## config.mk

```make
export PLATFORM = sky130hd
export DESIGN_NAME = fetch_stage
export DESIGN_NICKNAME = d
export VERILOG_FILES = /design/src/rtl/riscv_pkg.sv /design/src/rtl/ifid_reg.sv /design/src/rtl/fetch_stage.sv
export SDC_FILE = /design/constraint.sdc
export NUM_CORES = 1
export LEC_CHECK = 0
export CAP_MARGIN = 10
export CORE_AREA = 2 2 101 103
export DETAILED_ROUTE_END_ITERATION = 16
export DIE_AREA = 0 0 103 105
export GPL_TIMING_DRIVEN = 0
export PLACE_DENSITY = 0.8
export SLEW_MARGIN = 5
export SYNTH_ARGS = -nofsm -noshare
export SYNTH_HDL_FRONTEND = slang
export SYNTH_SLANG_ARGS = --single-unit
```

## constraint.sdc

```tcl
create_clock -name clk -period 4.75 [get_ports clk]
set_input_delay 0.95 -clock clk [delete_from_list [all_inputs] [get_ports clk]]
set_output_delay 0.95 -clock clk [all_outputs]
set_load 0.1 [all_outputs]
```

## src/rtl/riscv_pkg.sv

```systemverilog
// Shared fetch-stage types and constants.
package riscv_pkg;

    typedef enum logic [1:0] {
        S_BOOT    = 2'd0,
        S_REQ     = 2'd1,
        S_HOLD    = 2'd2,
        S_DISCARD = 2'd3
    } fetch_state_t;

    localparam int          PC_STEP = 4;
    localparam logic [31:0] INS_NOP = 32'h0000_0013;

endpackage

```

## src/rtl/ifid_reg.sv

```systemverilog
// IF/ID pipeline register: flush clears valid, stall freezes, load captures,
// otherwise a bubble is inserted while the pc/instr payload is kept.
module ifid_reg #(
    parameter int PC_W  = 9,
    parameter int INS_W = 32
) (
    input  logic             clk,
    input  logic             reset,
    input  logic             flush,
    input  logic             stall,
    input  logic             load,
    input  logic [PC_W-1:0]  pc_in,
    input  logic [INS_W-1:0] instr_in,
    output logic [PC_W-1:0]  pc,
    output logic [INS_W-1:0] instr,
    output logic             valid
);

    // Flush beats stall; stall beats load; an idle cycle becomes a bubble.
    always_ff @(posedge clk or posedge reset) begin
        if (reset) begin
            pc    <= '0;
            instr <= '0;
            valid <= 1'b0;
        end else if (flush) begin
            valid <= 1'b0;
        end else if (stall) begin
            valid <= valid;
        end else if (load) begin
            pc    <= pc_in;
            instr <= instr_in;
            valid <= 1'b1;
        end else begin
            valid <= 1'b0;
        end
    end

endmodule

```

## src/rtl/fetch_stage.sv

```systemverilog
// Instruction fetch: PC register, imem request/ready handshake, one-word
// hold buffer for hazard stalls, and squashing of fetches made stale by a
// redirect.
//
// state     | meaning
// S_BOOT    | one idle cycle after reset, no request
// S_REQ     | request at pc outstanding; words go to IF/ID
// S_HOLD    | word captured during stall, waiting to enter IF/ID
// S_DISCARD | stale request in flight; its word is dropped, then jump
module fetch_stage
    import riscv_pkg::*;
#(
    parameter int              PC_W     = 9,
    parameter int              INS_W    = 32,
    parameter logic [PC_W-1:0] RESET_PC = '0
) (
    input  logic             clk,
    input  logic             reset,
    input  logic             stall,
    input  logic             PcSel,
    input  logic [31:0]      BrPC,
    output logic             imem_req,
    output logic [PC_W-1:0]  imem_addr,
    input  logic [INS_W-1:0] imem_rdata,
    input  logic             imem_ready,
    output logic [PC_W-1:0]  ifid_pc,
    output logic [INS_W-1:0] ifid_instr,
    output logic             ifid_valid,
    output logic             redirect_pending
);

    fetch_state_t     state, state_nxt;
    logic [PC_W-1:0]  pc, pc_nxt;
    logic [PC_W-1:0]  hold_pc, hold_pc_nxt;
    logic [INS_W-1:0] hold_instr, hold_instr_nxt;
    logic [PC_W-1:0]  pend_pc, pend_pc_nxt;
    logic [PC_W-1:0]  target;
    logic [PC_W-1:0]  pc_inc;
    logic             ifid_flush, ifid_load;
    logic [PC_W-1:0]  ifid_pc_in;
    logic [INS_W-1:0] ifid_instr_in;
    logic             unused_brpc;

    // Redirect targets are word aligned and confined to the PC address space.
    assign target      = {BrPC[PC_W-1:2], 2'b00};
    assign unused_brpc = ^{BrPC[31:PC_W], BrPC[1:0]};
    assign pc_inc      = pc + PC_W'(PC_STEP);

    assign imem_addr        = pc;
    assign imem_req         = (state == S_REQ) || (state == S_DISCARD);
    assign redirect_pending = (state == S_DISCARD);

    // State, PC, hold buffer and pending target registers.
    always_ff @(posedge clk or posedge reset) begin
        if (reset) begin
            state      <= S_BOOT;
            pc         <= RESET_PC;
            hold_pc    <= '0;
            hold_instr <= '0;
            pend_pc    <= '0;
        end else begin
            state      <= state_nxt;
            pc         <= pc_nxt;
            hold_pc    <= hold_pc_nxt;
            hold_instr <= hold_instr_nxt;
            pend_pc    <= pend_pc_nxt;
        end
    end

    // Next-state, PC update and IF/ID control.
    always_comb begin
        state_nxt      = state;
        pc_nxt         = pc;
        hold_pc_nxt    = hold_pc;
        hold_instr_nxt = hold_instr;
        pend_pc_nxt    = pend_pc;
        ifid_flush     = 1'b0;
        ifid_load      = 1'b0;
        ifid_pc_in     = pc;
        ifid_instr_in  = imem_rdata;

        unique case (state)
            S_BOOT: begin
                state_nxt = S_REQ;
            end
            S_REQ: begin
                if (PcSel) begin
                    ifid_flush = 1'b1;
                    if (imem_ready) begin
                        pc_nxt = target;
                    end else begin
                        pend_pc_nxt = target;
                        state_nxt   = S_DISCARD;
                    end
                end else if (imem_ready && !stall) begin
                    ifid_load = 1'b1;
                    pc_nxt    = pc_inc;
                end else if (imem_ready) begin
                    hold_pc_nxt    = pc;
                    hold_instr_nxt = imem_rdata;
                    pc_nxt         = pc_inc;
                    state_nxt      = S_HOLD;
                end
            end
            S_HOLD: begin
                if (PcSel) begin
                    ifid_flush = 1'b1;
                    pc_nxt     = target;
                    state_nxt  = S_REQ;
                end else if (!stall) begin
                    ifid_load     = 1'b1;
                    ifid_pc_in    = hold_pc;
                    ifid_instr_in = hold_instr;
                    state_nxt     = S_REQ;
                end
            end
            S_DISCARD: begin
                if (PcSel) begin
                    ifid_flush  = 1'b1;
                    pend_pc_nxt = target;
                end
                if (imem_ready) begin
                    pc_nxt    = PcSel ? target : pend_pc;
                    state_nxt = S_REQ;
                end
            end
            default: begin
                state_nxt = S_BOOT;
            end
        endcase
    end

    ifid_reg #(
        .PC_W  (PC_W),
        .INS_W (INS_W)
    ) u_ifid (
        .clk      (clk),
        .reset    (reset),
        .flush    (ifid_flush),
        .stall    (stall),
        .load     (ifid_load),
        .pc_in    (ifid_pc_in),
        .instr_in (ifid_instr_in),
        .pc       (ifid_pc),
        .instr    (ifid_instr),
        .valid    (ifid_valid)
    );

endmodule

```

==> reports/qor.yml <==
status:
  run_status: "finished, final reports clean"
clock_tree:
  post-cts-setup-buffer-count: 0
  cts-root-to-sink-buffers: 2
  worst_setup_hold_path_clk_slew_ps: 100
  root_buffer: "clkbuf_8"
  clkSinkCount: 103
  cts_made_buffers: 9
  clock_tree.htree_level_count: 3
  post_cts_hold_buffer_count: 0
  post_cts_resize_count: 0
  tritoncts: "done"
  clock_insertion_delay_worst_skew_ps: 360
floorplanning:
  core_mm2: 0.00964
  row_count: 36
  fp.dieArea_mm2: 0.0108
  die_h_um: 105
  initial_standard_cell_utilization_of_the_core_pct: 48.8
  die_width_um: 103
  ioPinCount: 122
global_routing:
  pin_count_of_the_biggest_net_entering_global_routing: 65
  vias_in_the_first_global_route: 3553
  grtUsageMet2_pct: 34.5
  globalRoute.totalOverflow: 0
  grt_pass1_wl_um: 17300
  busiest_layer: "met2"
  global_routing_usage_on_met3_pct: 4.28
  global_route.usage.total_pct: 20.3
  number_of_antenna_violations_at_the_first_check_in_global_routing: 0
  grt.met1_usage_pct: 26.9
sta:
  timing.final.hold_violations: 0
  worst_slew_pin_slew_ps: 1010
  final-setup-viol-count: 0
  maxSlewViolCount: 0
  worst_slew_margin_rel_pct: 32.3
  fin_crit_sh_pct: 73.7
  setup_total_negative_slack_ps: 0
  unrepaired_setup_endpoints_after_global_routing: "false"
  clock.fmax_mhz: 286
  period_needed_ps: 3500
  skew_ps: 8.34
route:
  wire_per_inst_um: 16.4
  antenna_violating_nets_post_route: 0
  wl_um: 10400
  drt_first_iter_violations: 122
  drt-pass1-iter-count: 4
  vias: 3394
  remaining_drc_errors: 0
  via_per_inst: 5.34
yosys:
  synth_most_common_cell: "dfrtp_1"
  synth_common_cells: "dfrtp_1 (103), nand2_1 (52), o21ai_0 (45)"
  post_synth_main_area_contributors: "dfrtp_1 (55%), mux2i_1 (8.7%), mux2_1 (7.4%)"
  ys_seq_area_share_pct: 54.8
  yosys_warnings: 0
  synth_top_cell_area_share_pct: 54.8
  mappedNetlistArea_mm2: 0.00470
  yosys_register_bits: 103
  synth_cell_types: 43
  post_synth_inst_count: 391
  synthesis.area_per_instance_um2: 12.0
  mappedNetlistNets: 467
  async_flop_share_pct: 100
  yosys.area.top_type: "dfrtp_1"
  number_of_enable_flip_flop_cells_after_synthesis: 0
  synth-main-ff-cell: "dfrtp_1"
place:
  detailedPlacementHpwl_um: 7470
  finalWeightedCongestion: 0.769
  port_buffer_count: 95
setup_path:
  critPathMaxFanout: 9
  worst_path_largest_cell_delay_ps: 960
  cp_data_required_time_ps: 3800
  reg2reg_setup_slack_ps: 2810
  timing.critical_path.to_type: "output port"
  critical_path_arrival_ps: 2550
  critical-path-slowest-cell: "clkdlybuf4s50_1"
  timing.critical_path.from_type: "register"
  criticalPathCategory: "reg -> out"
  critical_path.cell_chain: "inv_1 > ha_1 > buf_4 > or2_2 > clkdlybuf4s50_1"
  critical-path-top-delay-family: "buffers and inverters"
  critical_path_buf_inv_count: 3
cells_and_area:
  num-nets-final: 574
  n_antenna_cell: 0
  share_of_final_layout_standard_cells_stronger_than_drive_strength_1_pct: 13.3
  areaGrowthSynthToFinish_pct: 28.3
min_path:
  worstHoldPathType: "reg -> reg"
flow_run:
  max_cap_violations: 0
## sequential cells by signal (all words and copies together) (netlist names)
name          count
pend_pc           9
hold_pc           9
u_ifid.pc         9
hold_instr       32
u_ifid.instr     32
imem_addr         9
u_ifid.valid      1
state             2
## cells in the final DEF (no fill, tap or decap), drive strengths merged
cell	netlist	final
o211ai	2	2
nor3	3	3
clkinv	0	2
or3	1	1
ha	7	7
o21bai	1	1
nand2b	2	2
nor2	7	7
a21o	2	2
a222oi	2	2
a31oi	3	3
and2b	1	1
clkinvlp	0	3
nand4	1	1
xor2	1	1
a221oi	5	5
nand3	4	4
o21a	3	3
mux2i	41	41
o21ai	51	51
dfrtp	103	103
nand2	52	52
o22ai	2	2
nor4	3	3
a32oi	1	1
clkbuf	3	13
or2	1	1
nor2b	2	2
mux2	46	46
inv	10	11
and2	3	3
a21oi	7	7
clkdlybuf4s50	0	95
buf	19	20
a211oi	2	2
## per-stage QoR
| stage | cells | util (%) | cell area, µm² | hold WS (ps) | setup WS [ps] |
|---|---|---|---|---|---|
| 2_1_floorplan | 391 | - | 4700 | 450 | 1100 |
| 3_3_place_gp | 619 | 60.3 | 5820 | 461 | -284 |
| 3_5_place_dp | 620 | 60.7 | 5850 | 471 | 1650 |
| 4_1_cts | 636 | 62.6 | 6030 | 493 | 1240 |
| 5_1_grt | 636 | 62.6 | 6030 | 513 | 1160 |
| 6_report | 636 | 62.6 | 6030 | 486 | 1250 |
## kinds of logic (layout without fill, tap and decap cells)
logic type,Yosys count,after routing,synth area share [%]
compound gates,81,81,10.5
xor+xnor,1,1,0.186
fa+ha+maj,7,7,1.86
buf+inv,32,144,3.78
flops,103,103,54.8
mux,87,87,20.3
simple gates,80,80,8.47
## tightest hold or removal path, cell delays in order, from the launching register on
cell and delay [ps]:
dfrtp_1 350, nand2_1 40, o21ai_0 60
## final cells by class
class | instances | area [µm²]
sequential | 103 | 2580
clock inverter | 6 | 45.0
inverter | 10 | 40.0
tap | 133 | 166
clock buffer | 10 | 138
multi-input combinational | 256 | 1940
fill | 802 | 3610
timing repair buffer | 96 | 978
buffer | 22 | 140
## worst paths after layout
| kind | start | endpoint | cells past startpoint |
|---|---|---|---|
| min in group asynchronous | reset | u_ifid.instr[22]$_DFFE_PP0P_ | 2 |
| min | u_ifid.instr[27]$_DFFE_PP0P_ | u_ifid.instr[27]$_DFFE_PP0P_ | 2 |
| min reg2reg | u_ifid.instr[27]$_DFFE_PP0P_ | u_ifid.instr[27]$_DFFE_PP0P_ | 2 |
| max in group asynchronous | reset | u_ifid.pc[7]$_DFFE_PP0P_ | 3 |
| max | state[1]$_DFFE_PP0P_ | imem_req | 5 |
| max reg2reg | state[1]$_DFFE_PP0P_ | u_ifid.instr[13]$_DFFE_PP0P_ | 9 |
## metal layers
layer  wire [µm]  up-vias
met5           0        -
met4          70        0
met3         406        6
met2        5250       95
met1        4670     1702
li1            -     1591
Power is left out: the tool's default activity adds up to more than one toggle a clock period on the data nets, which glitch-free logic cannot reach.
